<file path="config.mk">
export PLATFORM = sky130hd
export DESIGN_NAME = bpm_link_arbiter_flat
export DESIGN_NICKNAME = d
export VERILOG_FILES = /design/src/rtl/bpm_link_pkg.sv /design/src/rtl/bpm_link_arbiter_if.sv /design/src/rtl/rr_pick.sv /design/src/rtl/bpm_link_arbiter.sv /design/src/flat_wrapper.sv
export SDC_FILE = /design/constraint.sdc
export NUM_CORES = 1
export LEC_CHECK = 0
export ABC_CLOCK_PERIOD_IN_PS = 2050
export CORE_MARGIN = 3
export CORE_UTILIZATION = 31
export CTS_CLUSTER_DIAMETER = 200
export DETAILED_ROUTE_END_ITERATION = 7
export PLACE_DENSITY_LB_ADDON = 0.25
export SYNTH_ARGS = -nofsm -noshare
export SYNTH_HDL_FRONTEND = slang
export SYNTH_HIERARCHICAL = 1
export SYNTH_SLANG_ARGS = --single-unit
</file>
<file path="constraint.sdc">
create_clock -name auroraUserClk -period 2.05 [get_ports auroraUserClk]
set_clock_uncertainty 0.15 [all_clocks]
set_input_delay 0.41 -clock auroraUserClk [delete_from_list [all_inputs] [get_ports auroraUserClk]]
set_output_delay 0.41 -clock auroraUserClk [all_outputs]
set_load 0.05 [all_outputs]
</file>
<file path="src/rtl/bpm_link_pkg.sv">
// Shared types for the Aurora BPM TX link scheduler.
// Word width matches the per-source 4-word packet writers.
package bpm_link_pkg;

   localparam int WORD_W     = 32;
   localparam int STAT_STALL = 0;
   localparam int STAT_DROP  = 1;

   typedef enum logic [1:0] {
      ST_ARB     = 2'd0,
      ST_FORWARD = 2'd1,
      ST_DRAIN   = 2'd2
   } state_t;

endpackage

</file>
<file path="src/rtl/bpm_link_arbiter_if.sv">
// AXI-Stream bundle between N packet writers and the Aurora TX port.
// master = arbiter view, slave = writers/link view.
interface bpm_link_arbiter_if #(
   parameter int N = 4
);
   import bpm_link_pkg::*;

   logic [WORD_W*N-1:0] s_tdata;
   logic [N-1:0]        s_tvalid;
   logic [N-1:0]        s_tlast;
   logic [N-1:0]        s_tready;
   logic [WORD_W-1:0]   m_tdata;
   logic                m_tvalid;
   logic                m_tlast;
   logic                m_tready;

   modport master (
      input  s_tdata, s_tvalid, s_tlast, m_tready,
      output s_tready, m_tdata, m_tvalid, m_tlast
   );

   modport slave (
      output s_tdata, s_tvalid, s_tlast, m_tready,
      input  s_tready, m_tdata, m_tvalid, m_tlast
   );

endinterface

</file>
<file path="src/rtl/rr_pick.sv">
// Combinational round-robin picker: first request at or after ptr,
// scanning upward with wrap.
module rr_pick #(
   parameter int N = 4,
   parameter int W = $clog2(N)
) (
   input  logic [N-1:0] req,
   input  logic [W-1:0] ptr,
   output logic [W-1:0] gnt_idx,
   output logic         any
);

   localparam int WP = W + 1;

   logic [W:0]   sum;
   logic [W-1:0] ix;

   // Descending scan so the closest request to ptr is written last.
   always_comb begin
      gnt_idx = '0;
      any     = 1'b0;
      sum     = '0;
      ix      = '0;
      for (int k = N - 1; k >= 0; k--) begin
         sum = {1'b0, ptr} + WP'(k);
         if (sum >= WP'(N)) sum = sum - WP'(N);
         ix = sum[W-1:0];
         if (req[ix]) begin
            gnt_idx = ix;
            any     = 1'b1;
         end
      end
   end

endmodule

</file>
<file path="src/rtl/bpm_link_arbiter.sv">
// Packet-atomic round-robin arbiter for the Aurora BPM TX link with
// per-FA-cycle budget, channel-drop drain and status reporting.
module bpm_link_arbiter
   import bpm_link_pkg::*;
#(
   parameter int NUM_SOURCES     = 4,
   parameter int PKT_COUNT_WIDTH = 6
) (
   input  logic                       auroraUserClk,
   input  logic                       auroraResetN,
   input  logic                       auroraFAstrobe,
   input  logic                       auroraChannelUp,
   input  logic [PKT_COUNT_WIDTH-1:0] maxPackets,
   bpm_link_arbiter_if.master         lnk,
   output logic                       statusStrobe,
   output logic [1:0]                 statusCode,
   output logic [PKT_COUNT_WIDTH-1:0] lastPacketCount,
   output logic [1:0]                 dbgState
);

   localparam int N  = NUM_SOURCES;
   localparam int W  = $clog2(N);
   localparam int CW = PKT_COUNT_WIDTH;

   logic [1:0]        rstPipe;
   logic              rstN;
   state_t            state;
   logic [W-1:0]      grant;
   logic [W-1:0]      rrPtr;
   logic [W-1:0]      nextPtr;
   logic [W-1:0]      pickIdx;
   logic              pickAny;
   logic [CW-1:0]     pktCount;
   logic              stallFlag;
   logic              dropFlag;
   logic              budgetOk;
   logic              canGrant;
   logic              stallEvt;
   logic              fwdLast;
   logic              drainLast;
   logic              selValid;
   logic              selLast;
   logic [WORD_W-1:0] selData;

   // Assert asynchronously, release on the user clock.
   always_ff @(posedge auroraUserClk or negedge auroraResetN) begin
      if (!auroraResetN) rstPipe <= '0;
      else               rstPipe <= {rstPipe[0], 1'b1};
   end

   assign rstN = rstPipe[1];

   rr_pick #(
      .N(N),
      .W(W)
   ) uPick (
      .req    (lnk.s_tvalid),
      .ptr    (rrPtr),
      .gnt_idx(pickIdx),
      .any    (pickAny)
   );

   assign selValid  = lnk.s_tvalid[grant];
   assign selLast   = lnk.s_tlast[grant];
   assign selData   = lnk.s_tdata[int'(grant)*WORD_W +: WORD_W];
   assign nextPtr   = (int'(grant) == N - 1) ? '0 : grant + 1'b1;
   assign budgetOk  = pktCount < maxPackets;
   assign dbgState  = state;

   assign canGrant  = (state == ST_ARB) && auroraChannelUp
                    && pickAny && budgetOk;
   assign stallEvt  = (state == ST_ARB) && (|lnk.s_tvalid) && !budgetOk;
   assign fwdLast   = (state == ST_FORWARD) && auroraChannelUp
                    && selValid && lnk.m_tready && selLast;
   assign drainLast = (state == ST_DRAIN) && selValid && selLast;

   // A channel drop masks the granted beat in the same cycle.
   always_comb begin
      lnk.m_tdata  = '0;
      lnk.m_tvalid = 1'b0;
      lnk.m_tlast  = 1'b0;
      lnk.s_tready = '0;
      unique case (1'b1)
         (state == ST_FORWARD): begin
            if (auroraChannelUp) begin
               lnk.m_tdata         = selData;
               lnk.m_tvalid        = selValid;
               lnk.m_tlast         = selLast;
               lnk.s_tready[grant] = lnk.m_tready;
            end
         end
         (state == ST_DRAIN): lnk.s_tready[grant] = 1'b1;
         default: ;
      endcase
   end

   always_ff @(posedge auroraUserClk or negedge rstN) begin
      if (!rstN) begin
         state           <= ST_ARB;
         grant           <= '0;
         rrPtr           <= '0;
         pktCount        <= '0;
         stallFlag       <= 1'b0;
         dropFlag        <= 1'b0;
         statusStrobe    <= 1'b0;
         statusCode      <= '0;
         lastPacketCount <= '0;
      end else begin
         unique case (state)
            ST_ARB: begin
               if (canGrant) begin
                  grant <= pickIdx;
                  state <= ST_FORWARD;
               end
            end
            ST_FORWARD: begin
               if (!auroraChannelUp) begin
                  state <= ST_DRAIN;
               end else if (fwdLast) begin
                  rrPtr <= nextPtr;
                  state <= ST_ARB;
               end
            end
            ST_DRAIN: begin
               if (drainLast) begin
                  rrPtr <= nextPtr;
                  state <= ST_ARB;
               end
            end
            default: state <= ST_ARB;
         endcase

         statusStrobe <= auroraFAstrobe;
         // Events in the strobe cycle belong to the new FA cycle.
         if (auroraFAstrobe) begin
            statusCode[STAT_STALL] <= stallFlag;
            statusCode[STAT_DROP]  <= dropFlag;
            lastPacketCount        <= pktCount;
            pktCount               <= CW'(fwdLast);
            stallFlag              <= stallEvt;
            dropFlag               <= drainLast;
         end else begin
            if (fwdLast && ~&pktCount) pktCount <= pktCount + 1'b1;
            if (stallEvt)  stallFlag <= 1'b1;
            if (drainLast) dropFlag  <= 1'b1;
         end
      end
   end

endmodule

</file>
<file path="src/flat_wrapper.sv">
// flat-port wrapper written by rule: the top's interface ports become plain ports
module bpm_link_arbiter_flat import bpm_link_pkg::*;
#(
   parameter int NUM_SOURCES     = 4,
   parameter int PKT_COUNT_WIDTH = 6
)
  (auroraUserClk, auroraResetN, auroraFAstrobe, auroraChannelUp, maxPackets, statusStrobe, statusCode, lastPacketCount, dbgState, lnk_s_tdata, lnk_s_tvalid, lnk_s_tlast, lnk_m_tready, lnk_s_tready, lnk_m_tdata, lnk_m_tvalid, lnk_m_tlast);
  bpm_link_arbiter_if #(.N(4)) lnk_i ();
  input  logic auroraUserClk;
  input  logic auroraResetN;
  input  logic auroraFAstrobe;
  input  logic auroraChannelUp;
  input  logic [PKT_COUNT_WIDTH-1:0] maxPackets;
  output logic statusStrobe;
  output logic [1:0] statusCode;
  output logic [PKT_COUNT_WIDTH-1:0] lastPacketCount;
  output logic [1:0] dbgState;
  input wire logic [$bits(lnk_i.s_tdata)-1:0] lnk_s_tdata;
  input wire logic [$bits(lnk_i.s_tvalid)-1:0] lnk_s_tvalid;
  input wire logic [$bits(lnk_i.s_tlast)-1:0] lnk_s_tlast;
  input wire logic [$bits(lnk_i.m_tready)-1:0] lnk_m_tready;
  output wire logic [$bits(lnk_i.s_tready)-1:0] lnk_s_tready;
  output wire logic [$bits(lnk_i.m_tdata)-1:0] lnk_m_tdata;
  output wire logic [$bits(lnk_i.m_tvalid)-1:0] lnk_m_tvalid;
  output wire logic [$bits(lnk_i.m_tlast)-1:0] lnk_m_tlast;
  assign lnk_i.s_tdata = lnk_s_tdata;
  assign lnk_i.s_tvalid = lnk_s_tvalid;
  assign lnk_i.s_tlast = lnk_s_tlast;
  assign lnk_i.m_tready = lnk_m_tready;
  assign lnk_s_tready = lnk_i.s_tready;
  assign lnk_m_tdata = lnk_i.m_tdata;
  assign lnk_m_tvalid = lnk_i.m_tvalid;
  assign lnk_m_tlast = lnk_i.m_tlast;
  bpm_link_arbiter #(.NUM_SOURCES(NUM_SOURCES), .PKT_COUNT_WIDTH(PKT_COUNT_WIDTH)) u_core (.auroraUserClk(auroraUserClk), .auroraResetN(auroraResetN), .auroraFAstrobe(auroraFAstrobe), .auroraChannelUp(auroraChannelUp), .maxPackets(maxPackets), .lnk(lnk_i), .statusStrobe(statusStrobe), .statusCode(statusCode), .lastPacketCount(lastPacketCount), .dbgState(dbgState));
endmodule
</file>
==> metrics, run 1 <==
status finished with violations; violated checks negative setup slack; Min Hold Slack 0.06676 ns; pwr dens 1001 mW/mm²; clock sink total 25; final core utilization 0.7857; maximum vdd drop 463.7 µV; Setup WS post-layout -0.2712 ns; drt first pass iters 4; crit path launch type flop; HPWL after detailed placement 9.162 mm; CTS tree done; Final Power 5.890 mW; proportion of synthesized chip area in sequential cells 0.2542; fin nets 614; unique cell type count in the Yosys netlist 42; die height 95.10 µm; Cells after Synth 214; leakage dissipation 2.434 nW; reg2reg start u_core/grant[0]; first-pass GRT wire length 16.82 mm; Die Width 95.10 µm; unrepaired setup endpoints after global routing yes; io pins 196; Routed WL per cell 20.38 µm; GP Congestion 0.9110; H-tree depth 1; EDFF count, synth 0; Max Clk Rate 0.4308 GHz; relative slew slack 0.6357; DRT antenna net count 0; clock slew at reported path FFs 0.08 ns; CP Data Arrival Time 1.76 ns; fin area 0.005882 mm²; layout cells sized above 1 0.4889; sw frac 0.4010; initial antenna violation count 0; clock buffer depth 2; IO buf count 195; syn_nets 375; Final Hold Vio Count 0; Clk Latency, worst-skew pair 0.26 ns; Post-Layout Cell Count 551; pre-CTS setup slack -0.5822 ns; Worst R2R End u_core/rrPtr[1]; P_int 3.528 mW; GRT Overall Usage 0.2439; die area 0.009044 mm²; top cell type by total area after synthesis mux4_2; Residual DRC 0; Post-Route WL 11.23 mm; critical path class reg2out; warnings from Yosys 6; WP data required 1.49 ns; vias in the first global route 3,016; Synth top area share 0.3111; Reg2Reg Depth 8; Post-synth ARST share 1.000; Rows 31; number of instances in the placed design 529; core area 0.007486 mm²; clock root buffer clkbuf_8; via/cell ratio 5.064; Yosys reg bits 25; CTS buffer count 3; R2R setup slack -0.23 ns; combinational power share 0.838; Placement Cell Area 0.005435 mm²; Crit Path Max Fanout 9; ranking of synthesized cells by area mux4_2 (31%), dfrtp_1 (25%), nor2b_1 (9.2%); Total Neg Setup Slack -9.462 ns; ANT cells 0; Max Cap Viol 0; crit path time final 2.321 ns; Worst Tran Pin Value 0.5444 ns; via count 2,790; period utilization 1.132; clock share of power 0.048; Post-Syn Area 0.002461 mm²; Mapped Avg Cell Area 11.50 µm²; setup violators final 44; crit end category primary output; initial core utilization 0.3288; Final Max Slew Viols 0; Top FF cell, synth dfrtp_1; GR Overflow Total 0; largest net degree at the start of global routing 24; Initial DRC Count 70; Hold WC Path Type reg2async; NetSw 2.362 mW; Seq pwr share 0.114; Synth-to-Final Area Change 139.0%
==> power groups by stage <==
stage               clock network, mW  registers (mW)  logic [mW]
floorplan                           0           0.739        2.54
global placement                    0           0.706        4.27
detailed placement                  0           0.711        4.35
CTS                             0.294           0.664        4.80
global route                    0.312           0.680        5.17
finish                          0.283           0.669        4.94
==> cells by family after synthesis <==
group | share of synthesized area
adder cells (fa/ha/maj) | 0.07118
multiplexers | 0.3757
XOR/XNOR | 0.01068
flip-flops | 0.2542
other | 0.001524
AND/OR/NAND/NOR | 0.1769
AO/OA/AOI/OAI | 0.06660
buffers and inverters | 0.04321
==> metal layers <==
layer / global-route usage / vias up / part of all wire
li1: - / 1279 / -
met1: 0.2684 / 1350 / 0.36
met2: 0.4484 / 133 / 0.52
met3: 0.05919 / 28 / 0.084
met4: 0.09375 / 0 / 0.041
met5: 0 / - / 0
==> cells in the mapped netlist, drive strengths merged, types with 2 or more instances <==
cell type and number:
o31ai 2, a311oi 2, nor2 12, a21oi 5, xnor2 3, nor3b 2, inv 12, a21o 2
o21ai 4, nor2b 36, nand3 4, nand2 8, dfrtp 25, nand2b 4, mux4 34, and2 5
buf 7, mux2i 2, mux2 12, ha 14, a211oi 3, clkbuf 6
==> repair_timing <==
action | CTS | global route
pin swaps | 8 | 3
resized for setup | 48 | 10
setup buffers | 14 | 1
endpoints found under the setup margin | 43 | 47
gates cloned | 1 | 2
hold buffers | 0 | 0
==> state kept, by name (all words and copies together) (netlist names) <==
register and flops:
u_core/dbgState 2, u_core/statusStrobe 1, u_core/pktCount 6, u_core/rrPtr 2
u_core/lastPacketCount 6, u_core/rstPipe 2, u_core/stallFlag 1, u_core/dropFlag 1
u_core/statusCode 2, u_core/grant 2
==> critical path: stages, from the launching register on <==
cell and delay (ns):
dfrtp_2 0.39, buf_12 0.15, buf_4 0.13, mux4_2 0.52, nor2b_4 0.15, buf_12 0.14
==> cell type report <==
type                            instances  area (µm²)
Clock buffer                            3       41.29
Clock inverter                          1       5.005
Fill cell                             446        1604
Inverter                               12       50.05
Multi-Input combinational cell        164        2160
Sequential cell                        25       629.4
Tap cell                               99       123.9
Timing Repair Buffer                  247        2873
==> cell usage in the layout (no fill, tap or decap), types with 3 or more instances in the layout <==
master / netlist / layout
a21oi_1: 4 / 3
and2_4: 1 / 5
buf_12: 0 / 45
buf_4: 0 / 42
buf_6: 1 / 7
clkbuf_8: 0 / 3
clkdlybuf4s50_1: 0 / 139
dfrtp_1: 25 / 22
dfrtp_2: 0 / 3
dlygate4sd2_1: 0 / 9
ha_1: 14 / 6
ha_2: 0 / 3
ha_4: 0 / 5
inv_1: 12 / 6
inv_2: 0 / 4
mux2_2: 10 / 10
mux4_2: 34 / 34
nand2_1: 8 / 7
nand2b_1: 4 / 4
nor2_1: 12 / 12
nor2b_4: 0 / 34
xnor2_1: 3 / 3
==> worst max-delay path by stage <==
| stage | end | slack [ns] | depth (start not counted) | startpoint |
|---|---|---|---|---|
| 2_1_floorplan | lnk_m_tdata[10] | -0.04 | 5 | u_core/dbgState[1] |
| 3_3_place_gp | u_core/dbgState[0] | -0.48 | 8 | maxPackets[3] |
| 3_5_place_dp | u_core/dbgState[1] | -0.58 | 9 | maxPackets[3] |
| 4_1_cts | lnk_m_tdata[13] | -0.28 | 5 | u_core/grant[0] |
| 5_1_grt | u_core/dbgState[1] | -0.32 | 9 | u_core/grant[0] |
| 6_report | lnk_m_tdata[25] | -0.27 | 5 | u_core/grant[0] |
Power figures use the tool's default switching activity.
==> run 2, diff against run 1 <==
ABC_AREA = 1   (was not set)
CAP_MARGIN = 30   (was not set)
CORE_UTILIZATION = 33   (was 31)
SYNTH_HIERARCHICAL = not set   (was 1)
==> metrics, run 2 <==
fin area 0.006536 mm² (was 0.005882 mm²); violated checks negative setup slack (unchanged); clock sink total 25 (unchanged); GR Overflow Total 0 (unchanged); Max Clk Rate 0.4401 GHz (was 0.4308 GHz); GRT Overall Usage 0.2766 (was 0.2439); drt first pass iters 5 (was 4); Seq pwr share 0.095 (was 0.114); Hold WC Path Type reg2async (unchanged); syn_nets 644 (was 375); via count 4,250 (was 2,790); Yosys reg bits 25 (unchanged); critical path class reg2out (unchanged); Synth top area share 0.2205 (was 0.3111); period utilization 1.108 (was 1.132); final core utilization 0.7876 (was 0.7857); Placement Cell Area 0.005826 mm² (was 0.005435 mm²); CTS buffer count 3 (unchanged); ranking of synthesized cells by area dfrtp_1 (22%), nor2_1 (19%), o21ai_0 (13%) (was mux4_2 (31%), dfrtp_1 (25%), nor2b_1 (9.2%)); clock buffer depth 2 (unchanged); layout cells sized above 1 0.3050 (was 0.4889); Reg2Reg Depth 12 (was 8); vias in the first global route 4,131 (was 3,016); via/cell ratio 5.247 (was 5.064); Min Hold Slack 0.06190 ns (was 0.06676 ns); core area 0.008299 mm² (was 0.007486 mm²); status finished with violations (unchanged); Residual DRC 0 (unchanged); HPWL after detailed placement 10.05 mm (was 9.162 mm); pre-CTS setup slack -0.2507 ns (was -0.5822 ns); pwr dens 1085 mW/mm² (was 1001 mW/mm²); largest net degree at the start of global routing 34 (was 24); crit path launch type flop (unchanged); sw frac 0.5225 (was 0.4010); Crit Path Max Fanout 16 (was 9); leakage dissipation 2.743 nW (was 2.434 nW); most frequent cells in the layout clkdlybuf4s50_1 (146), nor2_1 (123), nand2_1 (74) (was clkdlybuf4s50_1 (139), buf_12 (45), buf_4 (42)); biggest regs u_core.lastPacketCount: 6 flops, u_core.pktCount: 6 flops (was u_core/lastPacketCount: 6 flops, u_core/pktCount: 6 flops); die area 0.009748 mm² (was 0.009044 mm²); Clk Latency, worst-skew pair 0.28 ns (was 0.26 ns); number of instances in the placed design 781 (was 529); DRT antenna net count 0 (unchanged); initial core utilization 0.3419 (was 0.3288); fin nets 867 (was 614); clock share of power 0.042 (was 0.048); Worst R2R End u_core.rrPtr[1] (was u_core/rrPtr[1]); io pins 196 (unchanged); die height 98.73 µm (was 95.10 µm); R2R setup slack 0.09 ns (was -0.23 ns); Post-synth top cells nor2_1 (143), nand2_1 (78), o21ai_0 (72), a21oi_1 (37), inv_1 (32) (was nor2b_1 (36), mux4_2 (34), dfrtp_1 (25), ha_1 (14)); Initial DRC Count 162 (was 70); crit end category primary output (unchanged); top cell type by total area after synthesis dfrtp_1 (was mux4_2); most common cell after layout, fill and taps aside clkdlybuf4s50_1 (unchanged); Max Cap Viol 0 (unchanged); WP data required 1.49 ns (about the same); Post-Layout Cell Count 810 (was 551); Cells after Synth 483 (was 214); reg2reg start u_core.grant[0] (was u_core/grant[0]); relative slew slack 0.6684 (was 0.6357); first-pass GRT wire length 21.74 mm (was 16.82 mm); GP Congestion 0.9023 (was 0.9110); Top FF cell, synth dfrtp_1 (unchanged); P_int 3.387 mW (was 3.528 mW); clock slew at reported path FFs 0.08 ns (about the same); Mapped Avg Cell Area 5.875 µm² (was 11.50 µm²); Routed WL per cell 18.13 µm (was 20.38 µm); H-tree depth 1 (unchanged); unrepaired setup endpoints after global routing yes (unchanged); setup violators final 38 (was 44); Final Max Slew Viols 0 (unchanged); Worst Tran Pin Value 0.4959 ns (was 0.5444 ns); combinational power share 0.863 (was 0.838); proportion of synthesized chip area in sequential cells 0.2205 (was 0.2542); clock root buffer clkbuf_8 (unchanged); Synth-to-Final Area Change 130.3% (was 139.0%); crit path time final 2.272 ns (was 2.321 ns); warnings from Yosys 0 (was 6); Rows 33 (was 31); IO buf count 195 (unchanged); ANT cells 0 (unchanged); Post-synth ARST share 1.000 (unchanged); initial antenna violation count 0 (unchanged); maximum vdd drop 746.7 µV (was 463.7 µV); EDFF count, synth 0 (unchanged); Setup WS post-layout -0.2223 ns (was -0.2712 ns); NetSw 3.706 mW (was 2.362 mW); CP Data Arrival Time 1.71 ns (was 1.76 ns); Post-Route WL 14.68 mm (was 11.23 mm); top-count cell post-synth nor2_1 (was nor2b_1); CTS tree done (unchanged); Die Width 98.73 µm (was 95.10 µm); Post-Syn Area 0.002838 mm² (was 0.002461 mm²); unique cell type count in the Yosys netlist 31 (was 42); Final Hold Vio Count 0 (unchanged)
## run 2: kinds of logic (layout without fill, tap and decap cells)
logic type      after synthesis  in the layout  share of synthesized area
xor+xnor                      5              5                    0.01543
buf+inv                      63            285                     0.1005
compound gates              114            114                     0.2028
flops                        25             25                     0.2205
simple gates                261            261                     0.3977
fa+ha+maj                    14             14                    0.06173
other cells                   1              1                   0.001321
## run 2: cell type report
cell class / instances / area (µm²)
timing repair buffer: 247 / 2974
multi-input combinational: 395 / 2616
fill: 541 / 1763
sequential: 25 / 629.4
inverter: 34 / 140.1
tap: 105 / 131.4
clock buffer: 4 / 45.04
## run 2: worst max-delay path by stage
stage	start	to	slack (ns)	cells after the start
after floorplan	u_core.dbgState[1]	lnk_s_tready[0]	-0.03	6
after global placement	auroraChannelUp	lnk_s_tready[1]	-0.21	7
after detailed placement	maxPackets[5]	u_core.dbgState[0]	-0.25	11
after CTS	u_core.dbgState[1]	lnk_m_tvalid	-0.16	7
after global routing	u_core.grant[0]	lnk_m_tdata[28]	-0.26	7
final	u_core.grant[0]	lnk_m_tdata[28]	-0.22	7
## run 2: power by group through the flow
stage / clock (mW) / sequential, mW / combinational (mW)
4_1_cts: 0.292 / 0.668 / 5.64
3_3_place_gp: 0 / 0.692 / 4.79
6_report: 0.296 / 0.674 / 6.12
2_1_floorplan: 0 / 0.723 / 3.10
3_5_place_dp: 0 / 0.695 / 4.90
5_1_grt: 0.317 / 0.687 / 6.47
## run 2: repair_timing
action,CTS,global route
gates resized for setup,65,78
hold buffers,0,0
endpoints found under the setup margin,38,42
setup buffers,14,4
pin swaps,14,25
gates cloned,7,4
## run 2: layer usage
| layer | track usage | wire length [µm] | up-vias |
|---|---|---|---|
| li1 | - | - | 2006 |
| met1 | 0.3362 | 5624 | 2003 |
| met2 | 0.5023 | 7585 | 204 |
| met3 | 0.03468 | 919 | 37 |
| met4 | 0.09244 | 554 | 0 |
| met5 | 0 | 0 | - |
## run 2: stage by stage
stage	power (mW)	TNS (ns)
CTS	6.602	-4.603
global placement	5.480	-7.037
floorplan	3.823	-0.07374
detailed placement	5.590	-7.533
global route	7.477	-7.021
finish	7.092	-5.248
## run 2: critical path, cell delays in order, from the launching register on
cell and delay (ns):
dfrtp_2 0.42, buf_4 0.17, clkbuf_16 0.18, nor2_1 0.06, nor2_1 0.09, o21ai_0 0.16, a21oi_4 0.20, buf_12 0.16
==> run 3, diff against run 2 <==
MAX_ROUTING_LAYER = met4   (was not set)
SETUP_SLACK_MARGIN = 0.1   (was not set)
==> metrics, run 3 (same netlist as run 2, synthesis figures left out) <==
status finished with violations (unchanged); violated checks negative setup slack (unchanged); Rows 33 (unchanged); Synth-to-Final Area Change 144.0% (was 130.3%); GRT Overall Usage 0.2938 (was 0.2766); Post-Route WL 16.56 mm (was 14.68 mm); pwr dens 1105 mW/mm² (was 1085 mW/mm²); most common cell after layout, fill and taps aside clkdlybuf4s50_1 (unchanged); clock sink total 25 (unchanged); final core utilization 0.8342 (was 0.7876); Clk Latency, worst-skew pair 0.28 ns (about the same); CTS tree done (unchanged); Final Hold Vio Count 0 (unchanged); core area 0.008299 mm² (unchanged); reg2reg start u_core.grant[0] (unchanged); vias in the first global route 4,345 (was 4,131); CP startpoint u_core.grant[0] (unchanged); Residual DRC 0 (unchanged); crit path time final 2.306 ns (was 2.272 ns); period utilization 1.125 (was 1.108); Initial DRC Count 250 (was 162); CP Cell Sequence buf_6, buf_12, buf_16, nor2_2, nor2_2, o21ai_2, a21oi_4, buf_12 (was buf_4, clkbuf_16, nor2_1, nor2_1, o21ai_0, a21oi_4, buf_12); crit end category primary output (unchanged); DRT antenna net count 0 (unchanged); die area 0.009748 mm² (unchanged); Max Clk Rate 0.4337 GHz (was 0.4401 GHz); GR Overflow Total 0 (unchanged); clock root buffer clkbuf_8 (unchanged); CP Data Arrival Time 1.75 ns (was 1.71 ns); Final Max Slew Viols 0 (unchanged); leakage dissipation 2.849 nW (was 2.743 nW); via count 4,461 (was 4,250); FILL cells 444 (was 541); WP data required 1.49 ns (about the same); R2R setup slack 0.12 ns (was 0.09 ns); Hold WC Path Type reg2async (unchanged); Setup WS post-layout -0.2558 ns (was -0.2223 ns); via/cell ratio 5.447 (was 5.247); IO buf count 195 (unchanged); io pins 196 (unchanged); Slowest-stage cell, CP dfrtp_2 (unchanged); biggest regs u_core.lastPacketCount: 6 flops, u_core.pktCount: 6 flops (unchanged); ANT cells 0 (unchanged); area of the multi-input gates 0.002863 mm² (was 0.002616 mm²); Crit Path Max Fanout 6 (was 16); crit path launch type flop (unchanged); Final Power 7.653 mW (was 7.092 mW); GP Congestion 0.9627 (was 0.9023); most frequent cells in the layout clkdlybuf4s50_1 (142), nor2_1 (87), nand2_1 (68) (was clkdlybuf4s50_1 (146), nor2_1 (123), nand2_1 (74)); initial core utilization 0.3419 (unchanged); pre-CTS setup slack -0.2336 ns (was -0.2507 ns); Sequential Area 629.4 µm² (unchanged); Post-Layout Cell Count 819 (was 810); drt first pass iters 5 (unchanged); unrepaired setup endpoints after global routing yes (unchanged); Critical Path Max Stage Delay 0.42 ns (about the same); HPWL after detailed placement 10.26 mm (was 10.05 mm); maximum vdd drop 845.5 µV (was 746.7 µV); Max Cap Viol 0 (unchanged); layout cells sized above 1 0.4216 (was 0.3050); number of instances in the placed design 785 (was 781); hold_buf cts 0 (unchanged); Die Width 98.73 µm (unchanged); critical path class reg2out (unchanged); die height 98.73 µm (unchanged); clock slew at reported path FFs 0.09 ns (was 0.08 ns); initial antenna violation count 0 (unchanged); H-tree depth 1 (unchanged); largest net degree at the start of global routing 26 (was 34); setup violators final 38 (unchanged); clock buffer depth 2 (unchanged); first-pass GRT wire length 22.61 mm (was 21.74 mm); Routed WL per cell 20.21 µm (was 18.13 µm); fin nets 876 (was 867); CTS buffer count 3 (unchanged)
run 3: where the power goes:
| group | switching (mW) | internal (mW) |
|---|---|---|
| combinational | 3.78 | 2.89 |
| clock | 0.165 | 0.136 |
| sequential | 0.114 | 0.568 |
| total | 4.06 | 3.59 |
run 3: stage by stage:
step / instance area [µm²] / setup TNS (ns) / hold WS (ns)
floorplan: 3328 / -0.04835 / -0.03559
global placement: 5856 / -7.027 / 0.06994
detailed placement: 5856 / -7.912 / 0.08642
CTS: 6395 / -3.559 / 0.09556
global route: 6923 / -7.501 / 0.1177
finish: 6923 / -5.594 / 0.08180
run 3: path summary, 6_finish.rpt:
| kind | cells after the start | to |
|---|---|---|
| min | 1 | u_core.dropFlag |
| min in group auroraUserClk | 0 | u_core.rstPipe[1] |
| max | 8 | lnk_m_tdata[23] |
| max reg2reg | 13 | u_core.dbgState[0] |
| max in group asynchronous | 1 | u_core.grant[0] |
| min reg2reg | 1 | u_core.dropFlag |
run 3: what timing repair did:
action | 4_1_cts | 5_1_grt
buffers inserted | 12 | 11
pin swaps | 18 | 68
gates cloned | 5 | 6
resized for setup | 106 | 114
endpoints found under the hold margin | 0 | 0
setup endpoints to repair | 43 | 46
run 3: layout make-up:
type                            instances  area share
Timing Repair Buffer                  255      0.4484
Tap cell                              105     0.01898
Sequential cell                        25     0.09091
Clock inverter                          1   0.0007229
Timing Repair inverter                  1    0.001265
Inverter                               34     0.02024
Clock buffer                            3    0.005964
Multi-Input combinational cell        395      0.4135
run 3: per-layer routing:
layer / global-route usage / up-vias / part of all wire
li1: - / 2031 / -
met1: 0.3457 / 2136 / 0.35
met2: 0.5117 / 246 / 0.53
met3: 0.04176 / 48 / 0.076
met4: 0.1029 / 0 / 0.041
met5: - / - / 0
run 3: worst max-delay path: cells and delay by family (launching register included):
kind            cells  cell delay [ns]
buf+inv             4             0.54
flops               1             0.42
compound gates      2             0.30
simple gates        2             0.21
